File: src/rtl/isa_types.sv
// Shared ISA/bus types: memory access widths, store/load request records and
// the state set of the data-memory access unit.
package isa_types;

  localparam int unsigned MAU_XLEN = 32;

  typedef enum logic [1:0] {
    write_byte     = 2'd0,
    write_halfword = 2'd1,
    write_word     = 2'd2
  } mem_width_t;

  typedef struct packed {
    logic                enable;
    logic [MAU_XLEN-1:0] value;
    logic [MAU_XLEN-1:0] addr;
    mem_width_t          width;
  } mem_write_control_t;

  typedef struct packed {
    logic                enable;
    logic [MAU_XLEN-1:0] addr;
    mem_width_t          width;
  } mem_load_req_t;

  typedef enum logic [1:0] {
    IDLE,
    REQ,
    WAIT_RSP,
    RESP_OUT
  } mau_state_t;

  // Natural alignment: halfwords on even bytes, words on word boundaries.
  function automatic logic is_aligned(input mem_width_t w, input logic [1:0] off);
    case (w)
      write_byte:     return 1'b1;
      write_halfword: return ~off[0];
      default:        return (off == 2'b00);
    endcase
  endfunction

endpackage

File: src/rtl/mem_lane_align.sv
// Byte-lane steering for a 32-bit little-endian data bus: byte enables and
// replicated write data for stores, right-aligned extraction for loads.
module mem_lane_align
  import isa_types::*;
(
  input  mem_width_t  i_width,
  input  logic [1:0]  i_off,
  input  logic [31:0] i_store_val,
  input  logic [31:0] i_rdata,
  output logic [3:0]  o_be,
  output logic [31:0] o_wdata,
  output logic [31:0] o_load_val
);

  logic [31:0] w_shifted;

  // Lane select and load extraction from width and byte offset.
  always_comb begin
    w_shifted = i_rdata >> {i_off, 3'b000};
    case (i_width)
      write_byte: begin
        o_be       = 4'b0001 << i_off;
        o_wdata    = {4{i_store_val[7:0]}};
        o_load_val = {24'h0, w_shifted[7:0]};
      end
      write_halfword: begin
        o_be       = 4'b0011 << i_off;
        o_wdata    = {2{i_store_val[15:0]}};
        o_load_val = {16'h0, w_shifted[15:0]};
      end
      default: begin
        o_be       = 4'hF;
        o_wdata    = i_store_val;
        o_load_val = w_shifted;
      end
    endcase
  end

endmodule

File: src/rtl/data_mem_access_unit.sv
// Execute-stage data-memory access unit: takes one store or load per
// transaction, drives a valid/ready word bus and returns right-aligned load data.
module data_mem_access_unit
  import isa_types::*;
#(
  parameter int unsigned XLEN           = 32,
  parameter int unsigned TIMEOUT_CYCLES = 255
) (
  input  logic               clk,
  input  logic               rst_n,
  input  mem_write_control_t store_ctl,
  input  logic               load_en,
  input  logic [XLEN-1:0]    load_addr,
  input  mem_width_t         load_width,
  output logic               req_ready,
  output logic               mem_req_valid,
  input  logic               mem_req_ready,
  output logic               mem_we,
  output logic [XLEN-1:0]    mem_addr,
  output logic [XLEN-1:0]    mem_wdata,
  output logic [3:0]         mem_be,
  input  logic               mem_rsp_valid,
  input  logic [XLEN-1:0]    mem_rdata,
  output logic               done,
  output logic               load_valid,
  output logic [XLEN-1:0]    mem_load_val,
  output logic               fault
);

  localparam int unsigned CNT_W = $clog2(TIMEOUT_CYCLES + 1);
  localparam logic [CNT_W-1:0] CNT_LAST = CNT_W'(TIMEOUT_CYCLES - 1);

  mau_state_t        r_state;
  logic              r_req_valid;
  logic              r_we;
  logic [XLEN-1:0]   r_addr;
  logic [XLEN-1:0]   r_wdata;
  logic [3:0]        r_be;
  logic              r_done;
  logic              r_load_valid;
  logic              r_fault;
  logic [XLEN-1:0]   r_load_val;
  logic [CNT_W-1:0]  r_cnt;
  mem_width_t        r_width;
  logic [1:0]        r_off;

  logic              w_accept_store;
  logic              w_accept_load;
  logic              w_conflict;
  mem_width_t        w_req_width;
  logic [XLEN-1:0]   w_req_addr;
  logic              w_aligned;
  mem_width_t        w_la_width;
  logic [1:0]        w_la_off;
  logic [3:0]        w_la_be;
  logic [XLEN-1:0]   w_la_wdata;
  logic [XLEN-1:0]   w_la_load;
  logic              w_idle;

  // Request decode: exactly one of store/load is a legal request.
  always_comb begin
    w_idle         = (r_state == IDLE);
    w_conflict     = store_ctl.enable & load_en;
    w_accept_store = store_ctl.enable & ~load_en;
    w_accept_load  = load_en & ~store_ctl.enable;
    w_req_width    = w_accept_store ? store_ctl.width : load_width;
    w_req_addr     = w_accept_store ? store_ctl.addr  : load_addr;
    w_aligned      = is_aligned(w_req_width, w_req_addr[1:0]);
    // One aligner serves both phases: incoming request in IDLE, captured load otherwise.
    w_la_width     = w_idle ? w_req_width      : r_width;
    w_la_off       = w_idle ? w_req_addr[1:0]  : r_off;
  end

  mem_lane_align u_lane_align (
    .i_width     (w_la_width),
    .i_off       (w_la_off),
    .i_store_val (store_ctl.value),
    .i_rdata     (mem_rdata),
    .o_be        (w_la_be),
    .o_wdata     (w_la_wdata),
    .o_load_val  (w_la_load)
  );

  // Transaction FSM with registered bus and completion outputs.
  always_ff @(posedge clk or negedge rst_n) begin
    if (!rst_n) begin
      r_state      <= IDLE;
      r_req_valid  <= 1'b0;
      r_we         <= 1'b0;
      r_addr       <= '0;
      r_wdata      <= '0;
      r_be         <= '0;
      r_done       <= 1'b0;
      r_load_valid <= 1'b0;
      r_fault      <= 1'b0;
      r_load_val   <= '0;
      r_cnt        <= '0;
      r_width      <= write_byte;
      r_off        <= 2'b00;
    end else begin
      r_done       <= 1'b0;
      r_load_valid <= 1'b0;
      r_fault      <= 1'b0;
      case (r_state)
        IDLE: begin
          if (w_conflict) begin
            r_fault <= 1'b1;
          end else if (w_accept_store | w_accept_load) begin
            if (!w_aligned) begin
              r_fault <= 1'b1;
            end else begin
              r_state     <= REQ;
              r_req_valid <= 1'b1;
              r_we        <= w_accept_store;
              r_addr      <= {w_req_addr[XLEN-1:2], 2'b00};
              r_wdata     <= w_accept_store ? w_la_wdata : '0;
              r_be        <= w_accept_store ? w_la_be : 4'hF;
              r_width     <= w_req_width;
              r_off       <= w_req_addr[1:0];
              r_cnt       <= '0;
            end
          end
        end
        REQ: begin
          if (mem_req_ready) begin
            r_req_valid <= 1'b0;
            r_cnt       <= '0;
            if (r_we) begin
              r_state <= RESP_OUT;
              r_done  <= 1'b1;
            end else begin
              r_state <= WAIT_RSP;
            end
          end else if (r_cnt == CNT_LAST) begin
            r_req_valid <= 1'b0;
            r_fault     <= 1'b1;
            r_state     <= IDLE;
          end else begin
            r_cnt <= r_cnt + CNT_W'(1);
          end
        end
        WAIT_RSP: begin
          if (mem_rsp_valid) begin
            r_state      <= RESP_OUT;
            r_done       <= 1'b1;
            r_load_valid <= 1'b1;
            r_load_val   <= w_la_load;
          end else if (r_cnt == CNT_LAST) begin
            r_fault <= 1'b1;
            r_state <= IDLE;
          end else begin
            r_cnt <= r_cnt + CNT_W'(1);
          end
        end
        RESP_OUT: begin
          r_state <= IDLE;
        end
        default: begin
          r_state <= IDLE;
        end
      endcase
    end
  end

  assign req_ready     = w_idle;
  assign mem_req_valid = r_req_valid;
  assign mem_we        = r_we;
  assign mem_addr      = r_addr;
  assign mem_wdata     = r_wdata;
  assign mem_be        = r_be;
  assign done          = r_done;
  assign load_valid    = r_load_valid;
  assign mem_load_val  = r_load_val;
  assign fault         = r_fault;

endmodule

File: config.mk
export PLATFORM = sky130hd
export DESIGN_NAME = data_mem_access_unit
export DESIGN_NICKNAME = d
export VERILOG_FILES = /design/src/rtl/isa_types.sv /design/src/rtl/mem_lane_align.sv /design/src/rtl/data_mem_access_unit.sv
export SDC_FILE = /design/constraint.sdc
export NUM_CORES = 1
export LEC_CHECK = 0
export ABC_AREA = 1
export CAP_MARGIN = 20
export CORE_MARGIN = 2
export CORE_UTILIZATION = 33
export DETAILED_ROUTE_END_ITERATION = 8
export GPL_ROUTABILITY_DRIVEN = 0
export GPL_TIMING_DRIVEN = 0
export PLACE_DENSITY = 0.71
export SETUP_SLACK_MARGIN = 0.4
export SLEW_MARGIN = 25
export SYNTH_ARGS = -nofsm -noshare
export SYNTH_HDL_FRONTEND = slang
export SYNTH_SLANG_ARGS = --single-unit
File: constraint.sdc
create_clock -name clk -period 2.68 [get_ports clk]
set_clock_uncertainty 0.2 [all_clocks]
set_input_delay 0.804 -clock clk [delete_from_list [all_inputs] [get_ports clk]]
set_output_delay 0.804 -clock clk [all_outputs]
set_load 0.02 [all_outputs]
# Word level (Yosys, flattened, before mapping)
# Cells that the tools add are included.
# word_totals
output_inout_bits	106
in_bits	138
ff_bits	117
wordCells	90
# classes
bitwise_logic	8
n_eq_ne	11
shift	3
addsub	1
n_reduce_logical	11
mux	43
# op_table
operator	count
$pmux 32 s2	2
$mux 32	2
$mux 8	6
$shr 32x5->32	1
$pmux 8 s3	1
$mux 2	9
$mux 1	16
$reduce_and 5->1	2
$add 8x1->8 const B	1
$eq 8x8->1 const B	1
$logic_not 2->1	4
$pmux 2 s4	1
$pmux 4 s2	1
$eq 2x1->1 const B	3
$pmux 1 s2	3
$eq 2x2->1 const B	2
$mux 4	1
$ne 2x1->1 const B	2
$ne 2x2->1 const B	2
$not 1->1	4
$reduce_and 4->1	1
$shl 1x2->4 const A	1
$shl 2x2->4 const A	1
$and 1x1->1	3
other kinds (7)	7

# Depth between registers and ports, before layout
# depth
ltp_word	9
mapped_depth	13

# By module
# A second synthesis with hierarchy kept.
# unflattened
cells_unflattened	876
hier_area_um2	6540.0
# by_module_without_submodules
mod	area_each_um2	n_inst	cells_per_inst
data_mem_access_unit	5341.4	1	612
mem_lane_align	1198.6	1	264

# Worst setup path before layout
# OpenSTA, ideal clock, no wires.
# synth_path
kind	input port to flip-flop
from	input port load_en
to	register r_wdata[28], in the netlist mem_wdata[28]
arrival_time_ns	1.974
path_slack_ns	0.388
cell_stages	12
path_cell_list	inv_1 > ha_1 > inv_2 > nand2_1 > nand3_1 > nand2_1 > clkbuf_2 > or2_2 > nand2_1 > inv_1 > nand3_1 > nand2_1
# synth_between
elab_chain_len	7
# synth_rtl
item	line	source
from (decl)	data_mem_access_unit.sv:12	input logic load_en,
$not 1->1 (*)	data_mem_access_unit.sv:64	w_accept_store = store_ctl.enable & ~load_en;
$and 1x1->1 (*)	data_mem_access_unit.sv:64	
via w_accept_store	data_mem_access_unit.sv:47	logic w_accept_store;
$mux 2	data_mem_access_unit.sv:66	w_req_width = w_accept_store ? store_ctl.width : load_width;
$mux 2	data_mem_access_unit.sv:70	w_la_width = w_idle ? w_req_width : r_width;
$eq 2x1->1 or $logic_not 2->1 (tied branches)	mem_lane_align.sv:20	case (i_width)
$pmux 32 s2	mem_lane_align.sv:20	
$mux 32	data_mem_access_unit.sv:116	r_wdata <= w_accept_store ? w_la_wdata : '0;
to (signal assigned)	data_mem_access_unit.sv:116	
to (decl)	data_mem_access_unit.sv:37	logic [XLEN-1:0] r_wdata;
# The timed path passes the listed nets; every way through them passes the cells marked *.
# A chain may end at the register's enable or synchronous reset.

# Final worst setup path
# layout_path
from	register r_state[1]
to	output port req_ready
# layout_between
elab_chain_len	1
# layout_rtl
item	line	source
from (decl)	data_mem_access_unit.sv:33	mau_state_t r_state;
from (signal assigned)	data_mem_access_unit.sv:87	r_state <= IDLE;
from (signal assigned)	data_mem_access_unit.sv:112	r_state <= REQ;
from (signal assigned)	data_mem_access_unit.sv:129	r_state <= RESP_OUT;
$logic_not 2->1	data_mem_access_unit.sv:62	w_idle = (r_state == IDLE);
to (decl)	data_mem_access_unit.sv:15	output logic req_ready,
# Every way passes these cells.

==> metrics <==
routed length per instance=15.7 um; startpoint type of the worst setup path=register; cell area after synthesis=6420 sq um; largest area contributor in the netlist=dfrtp_1; Power, Total=10.6 mW; WP data arrival=1.29 ns; Synth area leaders=dfrtp_1 46%, nand2_1 17%, o211ai_2 5.5%; Synth Instances=813; CP cell instances=inv_2 -> ha_4 -> buf_4; Inst Count DP=1321; Distinct cells, synth=37; Register Area=2930 sq um; part of the power in registers=27.2%; Area Overhead vs Synth=57.7%; Die Area=20600 sq um; Power Density=1040 nW/um^2; Multi-input gate area=3130 sq um; Post-Synth XOR/XNOR Area=0%; f_max=436 MHz; Post-Syn Area per Cell=7.90 sq um; first-pass GRT wire length=33600 um; sw frac=41.6%; Tmin final=2.29 ns; antenna violations before repair=0; DP Wirelength=15900 um; post-synthesis mux area share=0%; Worst path top cell family by delay=flip-flops; CTS tree=built; Layout Nets=1241; Max-cap violations=0; share of Yosys cell area claimed by the top area cell type=45.6%; Final Cell Area=10100 sq um; vias in the first global route=6420; IO Count=244; sequential share of the synthesized area=45.6%; clk slew on worst S/H paths=0.06 ns; Synth Area in Simple Gates=32.7%; internal power=6.18 mW; Adder-Cell Fraction of Synth Area=1.75%; placed cell area=9210 sq um; Post-CTS Hold Buffers=0; share of cells above drive strength 1=18.2%; Core ar.=19300 sq um; Post-synth EDFFs=0; Initial DRT Pass Iterations=4; Gate power share=48.9%; clock net sink count=117; setup_tns=0 ns; CP max-delay cell=dfrtp_2; n_diodes=0; largest family of logic cells by synthesized area=simple AND/OR/NAND/NOR gates; RSZ-0062 raised after global routing=yes; Post-synth top flop=dfrtp_1; Sw Pwr=4.40 mW; Die H=143 um; HP Class=input port to asynchronous set/reset pin; Final Hold Vio Count=0; CP max FO=5; cell with the most instances after synthesis=nand2_1; post-route ant nets=0; drt drc=0; initial drt markers=328; synth warn=0; H-tree levels=4; worst vdd ir=0.000552 V; Routed WL=21500 um; critical path endpoint category=output pin; status=finished clean; Finished Layout Cells=1372; Vias/cell=4.70; Static Leak=5.09 nW; worst-skew pair later-pin latency=0.41 ns; largest net degree at the start of global routing=88; gr usage total=21.1%; crit-path max cell delay=0.45 ns; Buf+Inv Stages, Crit Path=2; compound-cell area share of the yosys netlist=12.6%; Slew headroom=53.7%; critical path type=register to output pin; Commonest cells post-synth=296 x nand2_1, 117 x dfrtp_1, 64 x nand3_1; Finished Core Util=52.5%; CTS root buffer=clkbuf_16; I/O Buffers=241; Initial Utilization=33.3%; Async SR Flop Fraction=100%; clock power share=23.9%; synthesized flop and latch total=117; TritonCTS Buffers=17; Setup-failing EPs final=0; CP required=1.68 ns; worst-case clock buffer depth=2; Worst Max-Slew Pin Slew=0.694 ns; fin crit share=85.5%; FP Rows=51; total grt overflow=0; fill count=1908; Pins Over Slew Limit=0; routed via count=6452; die width=143 um
==> per-layer routing <==
layer  wire (um)  vias up  global-route usage, %  part of all wire (%)
li1            -     3181                      -                     -
met1        8810     2999                   26.0                    41
met2       10500      230                   35.1                    49
met3        1530       42                   6.40                   7.1
met4         630        0                   7.59                   2.9
met5           0        -                      0                     0
==> area by class of cell <==
| type | count | area share [%] |
|---|---|---|
| well taps | 265 | 3.28 |
| clock inverters | 13 | 2.01 |
| plain buffers | 40 | 3.21 |
| repair buffers | 260 | 25.0 |
| clock buffers | 19 | 4.47 |
| inverters | 55 | 2.19 |
| multi-input cells | 603 | 30.9 |
| flip-flops and latches | 117 | 28.9 |
==> state kept, by name, indices dropped and copies added, names as in the netlist <==
signal,flops
r_width,2
mem_req_valid,1
r_state,2
fault,1
mem_we,1
r_off,2
mem_wdata,32
mem_be,4
mem_addr,30
r_cnt,8
mem_load_val,32
done,1
load_valid,1
==> path summary, 6_finish.rpt <==
check / startpoint / end / slack (ns) / cells after the start
max in group asynchronous: rst_n / mem_addr[6]$_DFFE_PN0P_ / 1.54 / 2
hold / removal: rst_n / r_cnt[6]$_DFFE_PN0P_ / 0.04 / 1
min in group clk: mem_addr[19]$_DFFE_PN0P_ / mem_addr[19]$_DFFE_PN0P_ / 0.27 / 2
setup reg to reg: r_state[1]$_DFFE_PN0P_ / mem_addr[25]$_DFFE_PN0P_ / 0.46 / 11
setup / recovery: r_state[1]$_DFFE_PN0P_ / req_ready / 0.39 / 3
hold reg to reg: mem_addr[19]$_DFFE_PN0P_ / mem_addr[19]$_DFFE_PN0P_ / 0.27 / 2
==> metrics by stage <==
| stage | setup slack [ns] | hold slack, ns |
|---|---|---|
| finish | 0.387 | 0.0366 |
| detailed placement | -0.574 | 0.264 |
| floorplan | 0.412 | 0.245 |
| CTS | 0.216 | 0.0326 |
| global route | 0.335 | 0.0350 |
| global placement | -4.21 | 0.261 |
==> cell families (layout without fill, tap and decap cells) <==
group | count (synthesis) | count (layout)
other cells | 1 | 2
buf+inv | 95 | 387
fa+ha+maj | 9 | 9
simple gates | 474 | 475
flops | 117 | 117
compound gates | 117 | 117
==> what timing repair did <==
item | CTS | global route
setup buffers | 13 | 2
cloned | 4 | 0
resized for setup | 151 | 22
setup endpoints to repair | 218 | 115
pin swaps | 6 | 3
==> cells in the final DEF, fill, tap and decap left out, types with 6 or more instances in the layout <==
cell type	synthesis	routed
buf_6	2	6
o211ai_2	28	28
buf_4	10	23
o21ai_0	37	30
nand2_1	296	290
clkbuf_16	0	17
clkdlybuf4s50_1	0	134
nand2_4	1	9
ha_1	9	7
dlygate4sd2_1	0	103
nor2_1	37	35
dfrtp_1	117	116
or2_2	46	46
nand3_1	64	64
inv_1	48	44
buf_2	15	9
inv_2	6	7
and2_0	7	7
nand2_2	9	8
o21ai_1	31	38
buf_12	0	7
a21oi_1	14	14
==> power groups by stage <==
| stage | combinational, mW | sequential (mW) | clock [mW] |
|---|---|---|---|
| after floorplan | 2.11 | 3.73 | 0 |
| after global placement | 5.31 | 2.90 | 0 |
| after detailed placement | 5.35 | 2.92 | 0 |
| after CTS | 5.14 | 2.88 | 2.59 |
| after global routing | 5.68 | 2.96 | 2.68 |
| final | 5.17 | 2.88 | 2.53 |
No activity file was read; power rests on OpenSTA's default activity.
